$ cat src/rtl/vend_pkg.sv
// Shared definitions for the vending dispense path.
// - state_e  : dispense controller state encoding
// - coin_e   : coin codes shared with the accumulation FSM
// - Def*     : default timing constants
// - max2     : helper for sizing timers from several parameters
package vend_pkg;

  typedef enum logic [2:0] {
    StIdle,
    StMotor,
    StWaitDrop,
    StHopOn,
    StHopGap,
    StDone,
    StFault
  } state_e;

  typedef enum logic [1:0] {
    CoinTen    = 2'b00,
    CoinTwenty = 2'b01,
    CoinFifty  = 2'b10
  } coin_e;

  localparam int unsigned DefMotorCycles = 8;
  localparam int unsigned DefDropTimeout = 64;
  localparam int unsigned DefHopperPulse = 4;
  localparam int unsigned DefHopperGap   = 4;
  localparam int unsigned DefMaxChange   = 4;

  function automatic int unsigned max2(input int unsigned a, input int unsigned b);
    return (a > b) ? a : b;
  endfunction

endpackage

$ cat src/rtl/sync2.sv
// Two-flop synchronizer for asynchronous panel sensors.
// Ports:
//   clk   : system clock
//   reset : asynchronous active-low reset, clears both stages
//   d     : asynchronous input
//   q     : synchronized output, lags d by two clocks
module sync2 #(
  parameter int unsigned WIDTH = 1
) (
  input  logic             clk,
  input  logic             reset,
  input  logic [WIDTH-1:0] d,
  output logic [WIDTH-1:0] q
);

  logic [WIDTH-1:0] meta_q;
  logic [WIDTH-1:0] sync_q;

  always_ff @(posedge clk or negedge reset) begin
    if (!reset) begin
      meta_q <= '0;
      sync_q <= '0;
    end else begin
      meta_q <= d;
      sync_q <= meta_q;
    end
  end

  assign q = sync_q;

endmodule

$ cat src/rtl/vend_dispense_ctrl.sv
// Dispense controller: runs the product motor, waits for the drop sensor,
// ejects owed change coins one pulse at a time and reports done or jam.
// Ports:
//   clk, reset   : clock and asynchronous active-low reset
//   vend_req     : vend strobe, sampled only while idle
//   change_req   : change owed flag, captured with vend_req
//   change_units : number of 10-unit coins owed, captured with vend_req
//   drop_sense   : asynchronous product-drop sensor
//   fault_clr    : operator clear, only acts in the fault state
//   motor_en     : product motor drive
//   hopper_en    : change hopper drive
//   busy         : high whenever not idle
//   vend_done    : one-cycle completion pulse
//   fault        : high while jammed
module vend_dispense_ctrl
  import vend_pkg::*;
#(
  parameter int unsigned MOTOR_CYCLES = DefMotorCycles,
  parameter int unsigned DROP_TIMEOUT = DefDropTimeout,
  parameter int unsigned HOPPER_PULSE = DefHopperPulse,
  parameter int unsigned HOPPER_GAP   = DefHopperGap,
  parameter int unsigned MAX_CHANGE   = DefMaxChange
) (
  input  logic       clk,
  input  logic       reset,
  input  logic       vend_req,
  input  logic       change_req,
  input  logic [2:0] change_units,
  input  logic       drop_sense,
  input  logic       fault_clr,
  output logic       motor_en,
  output logic       hopper_en,
  output logic       busy,
  output logic       vend_done,
  output logic       fault
);

  localparam int unsigned TimerMax =
      max2(max2(MOTOR_CYCLES, DROP_TIMEOUT), max2(HOPPER_PULSE, HOPPER_GAP));
  localparam int unsigned TW = $clog2(TimerMax + 1);
  localparam logic [2:0] MaxCoins = (MAX_CHANGE > 7) ? 3'd7 : 3'(MAX_CHANGE);

  state_e        state_q, state_d;
  logic [TW-1:0] timer_q, timer_d;
  logic [2:0]    coins_q, coins_d;
  logic          drop_lat_q, drop_lat_d;
  logic          motor_q, hopper_q, busy_q, done_q, fault_q;

  logic          drop_s;
  logic [TW-1:0] timer_dec;
  logic          timer_last;
  logic [2:0]    coins_cap;

  sync2 #(
    .WIDTH(1)
  ) u_drop_sync (
    .clk  (clk),
    .reset(reset),
    .d    (drop_sense),
    .q    (drop_s)
  );

  // Timer saturates at zero; "last" covers the final counted cycle.
  assign timer_dec  = (timer_q != '0) ? timer_q - TW'(1) : '0;
  assign timer_last = (timer_q <= TW'(1));

  // A change request with zero units still pays out one coin.
  always_comb begin
    coins_cap = 3'd0;
    if (change_req) begin
      if (change_units == 3'd0) begin
        coins_cap = 3'd1;
      end else if (change_units > MaxCoins) begin
        coins_cap = MaxCoins;
      end else begin
        coins_cap = change_units;
      end
    end
  end

  always_comb begin
    state_d    = state_q;
    timer_d    = timer_dec;
    coins_d    = coins_q;
    drop_lat_d = drop_lat_q;
    unique case (state_q)
      StIdle: begin
        timer_d = timer_q;
        if (vend_req) begin
          state_d    = StMotor;
          timer_d    = TW'(MOTOR_CYCLES);
          coins_d    = coins_cap;
          drop_lat_d = 1'b0;
        end
      end
      StMotor: begin
        // Product may fall before the motor stops; remember it.
        if (drop_s) drop_lat_d = 1'b1;
        if (timer_last) begin
          state_d = StWaitDrop;
          timer_d = TW'(DROP_TIMEOUT);
        end
      end
      StWaitDrop: begin
        // Drop seen on the final timeout cycle still counts as success.
        if (drop_lat_q || drop_s) begin
          if (coins_q != 3'd0) begin
            state_d = StHopOn;
            timer_d = TW'(HOPPER_PULSE);
          end else begin
            state_d = StDone;
          end
        end else if (timer_last) begin
          state_d = StFault;
          coins_d = 3'd0;
        end
      end
      StHopOn: begin
        if (timer_last) begin
          state_d = StHopGap;
          timer_d = TW'(HOPPER_GAP);
          coins_d = (coins_q != 3'd0) ? coins_q - 3'd1 : 3'd0;
        end
      end
      StHopGap: begin
        if (timer_last) begin
          if (coins_q != 3'd0) begin
            state_d = StHopOn;
            timer_d = TW'(HOPPER_PULSE);
          end else begin
            state_d = StDone;
          end
        end
      end
      StDone: begin
        state_d = StIdle;
      end
      StFault: begin
        timer_d = timer_q;
        if (fault_clr) begin
          state_d = StIdle;
          coins_d = 3'd0;
        end
      end
      default: begin
        state_d = StIdle;
      end
    endcase
  end

  always_ff @(posedge clk or negedge reset) begin
    if (!reset) begin
      state_q    <= StIdle;
      timer_q    <= '0;
      coins_q    <= 3'd0;
      drop_lat_q <= 1'b0;
    end else begin
      state_q    <= state_d;
      timer_q    <= timer_d;
      coins_q    <= coins_d;
      drop_lat_q <= drop_lat_d;
    end
  end

  // Outputs are flopped from the next state so they track state_q exactly
  // while coming straight off registers.
  always_ff @(posedge clk or negedge reset) begin
    if (!reset) begin
      motor_q  <= 1'b0;
      hopper_q <= 1'b0;
      busy_q   <= 1'b0;
      done_q   <= 1'b0;
      fault_q  <= 1'b0;
    end else begin
      motor_q  <= (state_d == StMotor);
      hopper_q <= (state_d == StHopOn);
      busy_q   <= (state_d != StIdle);
      done_q   <= (state_d == StDone);
      fault_q  <= (state_d == StFault);
    end
  end

  assign motor_en  = motor_q;
  assign hopper_en = hopper_q;
  assign busy      = busy_q;
  assign vend_done = done_q;
  assign fault     = fault_q;

endmodule

$ cat config.mk
export PLATFORM = sky130hd
export DESIGN_NAME = vend_dispense_ctrl
export DESIGN_NICKNAME = d
export VERILOG_FILES = /design/src/rtl/vend_pkg.sv /design/src/rtl/sync2.sv /design/src/rtl/vend_dispense_ctrl.sv
export SDC_FILE = /design/constraint.sdc
export NUM_CORES = 1
export LEC_CHECK = 0
export BUFFER_PORTS_ARGS = -buffer_cell sky130_fd_sc_hd__buf_2
export CORE_MARGIN = 10
export CORE_UTILIZATION = 40
export DETAILED_ROUTE_END_ITERATION = 8
export GPL_TIMING_DRIVEN = 0
export PLACE_DENSITY_LB_ADDON = 0.05
export SLEW_MARGIN = 20
export SYNTH_ARGS = -nofsm -noshare
export SYNTH_HDL_FRONTEND = slang
export SYNTH_SLANG_ARGS = --single-unit
$ cat constraint.sdc
create_clock -name clk -period 1.7 [get_ports clk]
set_input_delay 0.085 -clock clk [delete_from_list [all_inputs] [get_ports clk]]
set_output_delay 0.085 -clock clk [all_outputs]
set_load 0.03 [all_outputs]
After elaboration in Yosys (flattened, before gate mapping)
Cells that the tools add are included.

storage, ports and cells
  memories = 0
  bits in registers = 21
  word-level logic and storage cells = 72
  bits in read-only memories = 0
  bits in latches = 0
  input port bits = 9
  bits in writable memories = 0

cells by class
  eq/ne operators = 15
  reduce and logical (&&, ||, !) cells = 11
  add/subtract/negate cells = 2
  bitwise operators = 1
  $mul = 0
  mux-type cells = 30
  div/mod/pow operators = 0
  shift-type cells = 0
  $lt $le $gt $ge = 2

operators by type and width
  cell                 number
  $mux 3               17
  $mux 7               7
  $pmux 7 s6           1
  $pmux 3 s6           1
  $eq 3x3->1 const B   4
  $pmux 3 s4           1
  $ne 2x2->1 const B   5
  $eq 3x2->1 const B   3
  $le 7x1->1 const B   1
  $reduce_bool 7->1    1
  $sub 7x1->7 const B  1
  $eq 3x1->1 const B   2
  $logic_not 3->1      2
  $reduce_and 6->1     1
  $reduce_bool 3->1    2
  $reduce_bool 4->1    1
  $gt 3x3->1 const B   1
  $reduce_and 3->1     1
  $sub 3x1->3 const B  1
  $mux 1               2
  $ne 2x1->1 const B   1
  $pmux 1 s2           1
  $reduce_and 2->1     1
  $reduce_bool 2->1    1
  2 further kinds      2

Logic depth before layout (Yosys ltp)
Gate-level depths: netlist of the first run.

  depth in word-level cells = 6
  depth in mapped cells = 8

By module
A second synthesis of the first run with hierarchy kept.

second synthesis, totals
  cells, all modules = 159
  area total of the unflattened synthesis = 1357.6 sq um

modules (own cells, without submodules)
  module              seq. area each (sq um)  times used  cells an instance  area an instance (sq um)
  vend_dispense_ctrl  475.5                   1           157                1307.5
  sync2               50.0                    1           2                  50.0

Worst setup path before layout of the first run
Ideal clock, no wire load.

  kind = register to register
  start = reg coins_q[0]
  end = reg busy_q, in the netlist busy
  setup slack = -0.036 ns
  required time = 1.561 ns
  path buffers = 0
  arrival = 1.598 ns
  library setup time = 0.139 ns
  clock period less this slack = 1.736 ns
  cell stages (with the launch flop) = 8
  cells stage by stage = dfrtp_1 > nor2_1 > ha_1 > nor2_1 > a21oi_1 > nor3_1 > a211oi_1 > nand3_2

between the ends
  longest elaborated chain between the ends = 5
  elaborated cells on any way between the ends = 6

RTL lines
  element                           RTL line                                              text
  start: declaration                vend_dispense_ctrl.sv:45                              logic [2:0] coins_q, coins_d;
  start signal: assignment          vend_dispense_ctrl.sv:160                             coins_q <= coins_d;
  $reduce_bool 3->1 *               vend_dispense_ctrl.sv:107, vend_dispense_ctrl.sv:127
  $mux 3 *                          vend_dispense_ctrl.sv:107, vend_dispense_ctrl.sv:127
  $mux 3, on equally long branches  vend_dispense_ctrl.sv:126, vend_dispense_ctrl.sv:106
  $pmux 3 s6 *                      vend_dispense_ctrl.sv:86                              unique case (state_q)
  $reduce_bool 3->1 *               vend_dispense_ctrl.sv:177                             busy_q <= (state_d != StIdle);
  end signal: assignment            vend_dispense_ctrl.sv:177
  end: declaration                  vend_dispense_ctrl.sv:47                              logic motor_q, hopper_q, busy_q, done_q, fault_q;

Every way passes the cells marked *; elsewhere a longest branch is shown, timed or not.
A chain may end at the register's enable or synchronous reset.

Worst setup path in the final report of the first run
  start = reg timer_q[5]
  end = reg busy_q, in the netlist busy

between the ends
  longest elaborated chain between the ends = 5
  elaborated cells on any way between the ends = 8

RTL lines
  element                   RTL line                   text
  start: declaration        vend_dispense_ctrl.sv:44   logic [TW-1:0] timer_q, timer_d;
  start signal: assignment  vend_dispense_ctrl.sv:159  timer_q <= timer_d;
  $le 7x1->1 *              vend_dispense_ctrl.sv:65   assign timer_last = (timer_q <= TW'(1));
  $mux 3                    vend_dispense_ctrl.sv:113  end else if (timer_last) begin
  $mux 3                    vend_dispense_ctrl.sv:106  if (drop_lat_q || drop_s) begin
  $pmux 3 s6 *              vend_dispense_ctrl.sv:86
  $reduce_bool 3->1 *       vend_dispense_ctrl.sv:177

Marks and branches as above.

==> flow_summary.yaml, run 1 <==
status:
  status: "complete, but fails checks"
  violations: "negative setup slack"
synth:
  synth_xor_area_share_pct: 0.659
  synth_nets: 166
  synthDistinctLibCells: 44
  yosysSeqAreaShare_pct: 39.5
  ys_ff_latch: 21
  synth-edff-count: 0
  syn_area_mm2: 0.00133
  synthMuxAreaShare_pct: 0
  yosysWarnings: 0
  synth_flop_cell: "dfrtp_1"
  synth_top_family_by_area: "compound AO/OA/AOI/OAI gates"
  synthTopCellsByArea: "dfrtp_1 40%, a21oi_1 6.8%, ha_1 4.7%"
  synth_cells: 152
  yosysTopAreaCell: "dfrtp_1"
  synth_compound_area_share_pct: 28.1
  synth_top_area_share_pct: 39.5
  synth_fa_ha_area_share_pct: 4.70
  synth_simple_gate_area_share_pct: 20.6
  synthArstFlopShare_pct: 100
  synth.avg_cell_area_um2: 8.75
clocking:
  clk_latency_ns: 0.31
  numCtsBuffers: 3
  cts_root_buf: "clkbuf_4"
  cts_tree: "done"
  htreeDepth: 1
  clock_path_buffers: 2
  cts.reportedPaths.clkPinSlew_ns: 0.12
  clock_sink_count: 21
pwr:
  p_leak_uw: 0.000761
  power.density_mw_per_mm2: 2020
  vdd_drop_max_v: 0.000829
hold_path:
  hold_end: "coins_q[1]"
  hp-class: "in2reg"
  worstHoldStart: "change_units[1]"
  worstHoldPathCells: 3
timing:
  fmaxAchievable_ghz: 0.572
  finClkSkew_ns: 0.00730
  setup_ws_ns: -0.0496
  timing.setup.tns_ns: -0.0986
  hold_viol: 0
  rsz0062_at_grt: "true"
  final_max_slew_viol_count: 0
  period_share_pct: 103
  min_period_ns: 1.75
  holdWs_ns: 0.0964
  tightest_slew_ns: 0.454
  finalSetupViolations: 6
  timing.slew.headroom_pct: 69.7
floorplanning:
  core_region_area_mm2: 0.00313
  die_y_um: 77.7
  boundaryPins: 14
  row_count: 20
  floorplan.initialDensity_pct: 42.5
  die_area_mm2: 0.00603
  fp.dieW_um: 77.7
placed_design:
  place_congestion: 0.840
  place_ws_ns: -0.247
  hpwl_um: 2320
  dpl_cell_area_mm2: 0.00146
  port_buffers: 13
cells_and_area:
  fin_nets: 200
  utilization_pct: 54.8
  multi_input_comb_area_um2: 821
  drive_above_1_share_pct: 36.8
  area_growth_pct: 29.0
  fill_cells: 288
  final_area_mm2: 0.00172
  n_antenna_cell: 0
  register_area_um2: 529
worst_setup_path:
  end_kind: "flip-flop"
  criticalPathCategory: "reg2reg"
  reg2reg_slack_ns: -0.05
  path_max_fanout: 6
  rr_startpoint: "timer_q[5]"
  worstRegToRegCells: 7
  crit_arrival_ns: 1.96
  start_kind: "flip-flop"
  worst_ep_required_time_ns: 1.91
  r2r_end: "busy"
drt:
  routed_wl_um: 3390
  drt_iter0_drc: 107
  vias: 1271
  via_per_inst: 5.55
  post_drt_wl_per_cell_um: 14.8
  first_pass_iters: 4
  drc_errors: 0
  antenna_left: 0
job:
  maxCapViolCount: 0
global_route:
  first_global_vias: 1243
  top_usage_layer: "met2"
  grt_util_all_layers_pct: 11.0
  grt_max_degree: 22
  use_met3_pct: 2.19
  use_met1_pct: 14.0
  grt_pass1_wl_um: 5690
  grt_util_met2_pct: 17.7
  antenna_found_initial: 0
  grt_overflow: 0
## state kept, by name, summed over array words and instances (netlist names)
name and cells:
hopper_en 1, motor_en 1, drop_lat_q 1, u_drop_sync.meta_q 1, u_drop_sync.q 1, coins_q 3
state_q 3, timer_q 7, vend_done 1, busy 1, fault 1
## through the flow
stage | cells | power [uW]
final | 229 | 3460
after global routing | 229 | 3750
after CTS | 225 | 3220
after detailed placement | 209 | 2690
after global placement | 209 | 2670
after floorplan | 152 | 2290
## cell usage in the layout, fill, tap and decap left out, types with 2 or more instances in the layout
master | netlist | layout
dfrtp_1 | 21 | 18
buf_2 | 4 | 16
a21oi_1 | 18 | 16
nor2_1 | 16 | 15
buf_4 | 0 | 14
inv_1 | 12 | 11
nand2_1 | 9 | 9
nor3_1 | 6 | 6
nand3_1 | 5 | 4
ha_1 | 5 | 4
nor2b_1 | 4 | 3
nand2b_1 | 3 | 3
o31ai_1 | 3 | 3
clkbuf_4 | 0 | 3
dfrtp_2 | 0 | 3
clkbuf_2 | 1 | 2
buf_6 | 1 | 2
a311oi_2 | 2 | 2
a211oi_1 | 4 | 2
nand3_2 | 1 | 2
o21a_1 | 2 | 2
a211oi_2 | 0 | 2
o21bai_1 | 4 | 2
o21ai_1 | 0 | 2
o211ai_1 | 2 | 2
o21ai_0 | 4 | 2
a31oi_1 | 3 | 2
dlygate4sd3_1 | 0 | 2
## kinds of logic after synthesis
kind of cell,Yosys count
compound gates,54
simple gates,52
flops,21
buf+inv,19
fa+ha+maj,5
xor+xnor,1
## what timing repair did
action,CTS,global route
hold endpoints to repair,22,0
gates resized for setup,16,13
setup endpoints to repair,17,17
setup buffers,10,4
pin swaps,9,4
hold buffers,2,0
## synth_stat cells, types with 2 or more instances
cell	n
inv_1	12
a21oi_1	18
a211oi_1	4
o21bai_1	4
nor2_1	16
nor2b_1	4
o211ai_1	2
nand2b_1	3
o31ai_1	3
ha_1	5
buf_2	4
nand3_1	5
a31oi_1	3
dfrtp_1	21
nor3_1	6
nand2_1	9
a311oi_2	2
o21ai_0	4
o21a_1	2
## area by class of cell
cell class	instances	share of cell area, %
inverter	12	2.63
buffer	7	2.55
clock buffer	3	1.31
clock inverter	1	0.292
multi-input combinational	112	47.8
tap	44	3.21
sequential	21	30.9
timing repair buffer	29	11.3
## power breakdown
group | internal (uW) | switching (uW) | leakage [uW]
logic | 1030 | 1290 | 0.000485
registers | 701 | 184 | 0.000258
clock network | 88.1 | 158 | 0.0000177
total | 1820 | 1640 | 0.000761
## worst max path at each step
| stage | from | to | slack (ns) | cells past startpoint |
|---|---|---|---|---|
| 6_report | timer_q[5] | busy | -0.05 | 7 |
| 5_1_grt | state_q[0] | timer_q[6] | -0.15 | 7 |
| 4_1_cts | timer_q[5] | busy | -0.02 | 7 |
| 3_5_place_dp | coins_q[0] | vend_done | -0.25 | 6 |
| 3_3_place_gp | coins_q[0] | busy | -0.26 | 7 |
| 2_1_floorplan | timer_q[4] | busy | 0.01 | 6 |
## critical path, stage by stage (launching register included)
cell,delay [ns]
dfrtp_1,0.43
nor4_4,0.32
and3_1,0.23
buf_6,0.15
nor3_2,0.05
a311oi_2,0.23
buf_4,0.17
nand3_2,0.06
## layer usage
metal / vias up / routed length (um)
met5: - / 0
met3: 5 / 209
met1: 610 / 1480
li1: 615 / -
met4: 0 / 43
met2: 41 / 1660
Note: power is estimated with default switching activity, not from simulation.
==> run 2, diff against run 1 <==
--- a/config.mk
+++ b/config.mk
@@ -8,6 +8,7 @@
 export BUFFER_PORTS_ARGS = -buffer_cell sky130_fd_sc_hd__buf_2
 export CORE_MARGIN = 10
 export CORE_UTILIZATION = 40
+export CTS_BUF_LIST = sky130_fd_sc_hd__clkbuf_4 sky130_fd_sc_hd__clkbuf_8
 export DETAILED_ROUTE_END_ITERATION = 8
 export GPL_TIMING_DRIVEN = 0
 export PLACE_DENSITY_LB_ADDON = 0.05
==> constraint.sdc (replaced) <==
create_clock -name clk -period 1.9 [get_ports clk]
set_input_delay 0.095 -clock clk [delete_from_list [all_inputs] [get_ports clk]]
set_output_delay 0.095 -clock clk [all_outputs]
set_load 0.02 [all_outputs]
==> flow_summary.yaml, run 2 (synthesized netlist as in run 1, its figures left out) <==
placed_design:
  dp.cells: 209
  place_congestion: 0.802
  port_buffers: 13
  hpwl_um: 2300
floorplanning:
  core_region_area_mm2: 0.00313
  row_count: 20
  fp.dieW_um: 77.7
  die_y_um: 77.7
  boundaryPins: 14
  floorplan.initialDensity_pct: 42.5
  die_area_mm2: 0.00603
clocking:
  clk_latency_ns: 0.31
  cts_tree: "done"
  clock_path_buffers: 2
  cts_root_buf: "clkbuf_4"
  htreeDepth: 1
  clock_sink_count: 21
  numCtsBuffers: 3
  cts.reportedPaths.clkPinSlew_ns: 0.11
hold_path:
  worstHoldStart: "change_units[1]"
  hp-class: "in2reg"
  worstHoldPathCells: 3
  hold_end: "coins_q[1]"
cells_and_area:
  stdcell_count: 218
  register_area_um2: 526
  n_antenna_cell: 0
  utilization_pct: 50.0
  largest_reg_flops: 7
  drive_above_1_share_pct: 25.3
  multi_input_comb_area_um2: 761
  regMostFlops: "timer_q"
  final_common_cell: "dfrtp_1"
  fin_nets: 189
  layout_common_cells: "21 x dfrtp_1, 17 x buf_2, 16 x a21oi_1"
  reg_top3: "timer_q x7, coins_q x3, state_q x3"
  area_growth_pct: 17.6
  fill_cells: 318
worst_setup_path:
  path_max_fanout: 7
  worst_ep_required_time_ns: 2.10
  worstRegToRegCells: 7
  criticalPathCategory: "reg2reg"
  rr_startpoint: "coins_q[0]"
  r2r_end: "timer_q[5]"
  reg2reg_slack_ns: 0.09
  start_kind: "flip-flop"
  end_kind: "flip-flop"
  crit_arrival_ns: 2.01
timing:
  final_max_slew_viol_count: 0
  tightest_slew_ns: 0.459
  min_period_ns: 1.81
  hold_viol: 0
  period_share_pct: 95.1
  finClkSkew_ns: 0.00490
  timing.setup.tns_ns: 0
  rsz0062_at_grt: "false"
  timing.slew.headroom_pct: 69.4
  finalSetupViolations: 0
  fmaxAchievable_ghz: 0.554
global_route:
  grt_max_degree: 22
  first_global_vias: 1166
  grt_pass1_wl_um: 5280
  grt_overflow: 0
  grt_util_all_layers_pct: 10.4
  antenna_found_initial: 0
drt:
  drt_iter0_drc: 55
  vias: 1200
  first_pass_iters: 4
  antenna_left: 0
  post_drt_wl_per_cell_um: 14.7
  via_per_inst: 5.50
  drc_errors: 0
  routed_wl_um: 3210
pwr:
  total_power_uw: 2740
  power.share.combinational_pct: 62.5
  share_seq_of_total_power_pct: 29.0
  clkPwrFrac_pct: 8.5
  p_leak_uw: 0.000692
  p_int_uw: 1440
  p_sw_uw: 1300
  p_sw_share_pct: 47.6
  power.density_mw_per_mm2: 1750
  vdd_drop_max_v: 0.000726
job:
  maxCapViolCount: 0
status:
  status: "complete, no violations"
==> run 2: final cells by class <==
cell class              count  area share [%]
flip-flops and latches     21            33.6
repair buffers             18            6.88
well taps                  44            3.52
clock buffers               4            1.92
multi-input cells         112            48.6
inverters                  12            2.88
plain buffers               7            2.56
==> run 2: how the worst max path moves through the flow <==
stage | start | endpoint | slack [ns] | cells after the start
after CTS | coins_q[0] | fault | 0.005 | 7
after global routing | state_q[1] | coins_q[2] | 0.008 | 6
after detailed placement | coins_q[0] | busy | -0.25 | 7
after floorplan | coins_q[0] | busy | 0.16 | 7
final | coins_q[0] | timer_q[5] | 0.09 | 7
after global placement | coins_q[0] | busy | -0.22 | 7
==> run 2: power by group through the flow <==
stage                     Sequential (uW)  Clock (uW)  Combinational (uW)
final                                 796         233                1710
after global routing                  825         263                1900
after CTS                             789         243                1630
after detailed placement              798           0                1560
after global placement                792           0                1540
after floorplan                       805           0                1190
==> run 2: metal layers <==
| layer | vias up | track usage, % | share of wire [%] |
|---|---|---|---|
| met5 | - | 0 | 0 |
| met4 | 0 | 4.20 | 0.93 |
| met3 | 4 | 2.65 | 4.8 |
| met2 | 26 | 17.1 | 48 |
| met1 | 581 | 12.6 | 46 |
| li1 | 589 | - | - |
==> run 2: critical path, cell delays in order (launching register included) <==
cell	delay, ns
dfrtp_1	0.43
nor2_2	0.09
ha_4	0.19
o21bai_1	0.18
a211oi_1	0.32
o21ba_2	0.23
o211ai_1	0.17
o31ai_1	0.09
==> run 2: metrics by stage <==
step	worst slack (ns)	hold WS, ns	cell area (um2)
2_1_floorplan	0.164	-0.201	1330
3_3_place_gp	-0.224	0.0730	1450
3_5_place_dp	-0.253	0.0795	1450
4_1_cts	0.00463	0.0878	1530
5_1_grt	0.00768	0.117	1560
6_report	0.0939	0.0940	1560
==> run 2: repair_timing <==
action	in CTS	in global routing
setup buffers	1	2
hold buffers	2	0
setup endpoints to repair	15	16
endpoints found under the hold margin	22	0
pin swaps	1	2
gates resized for setup	5	6
gates cloned	0	0
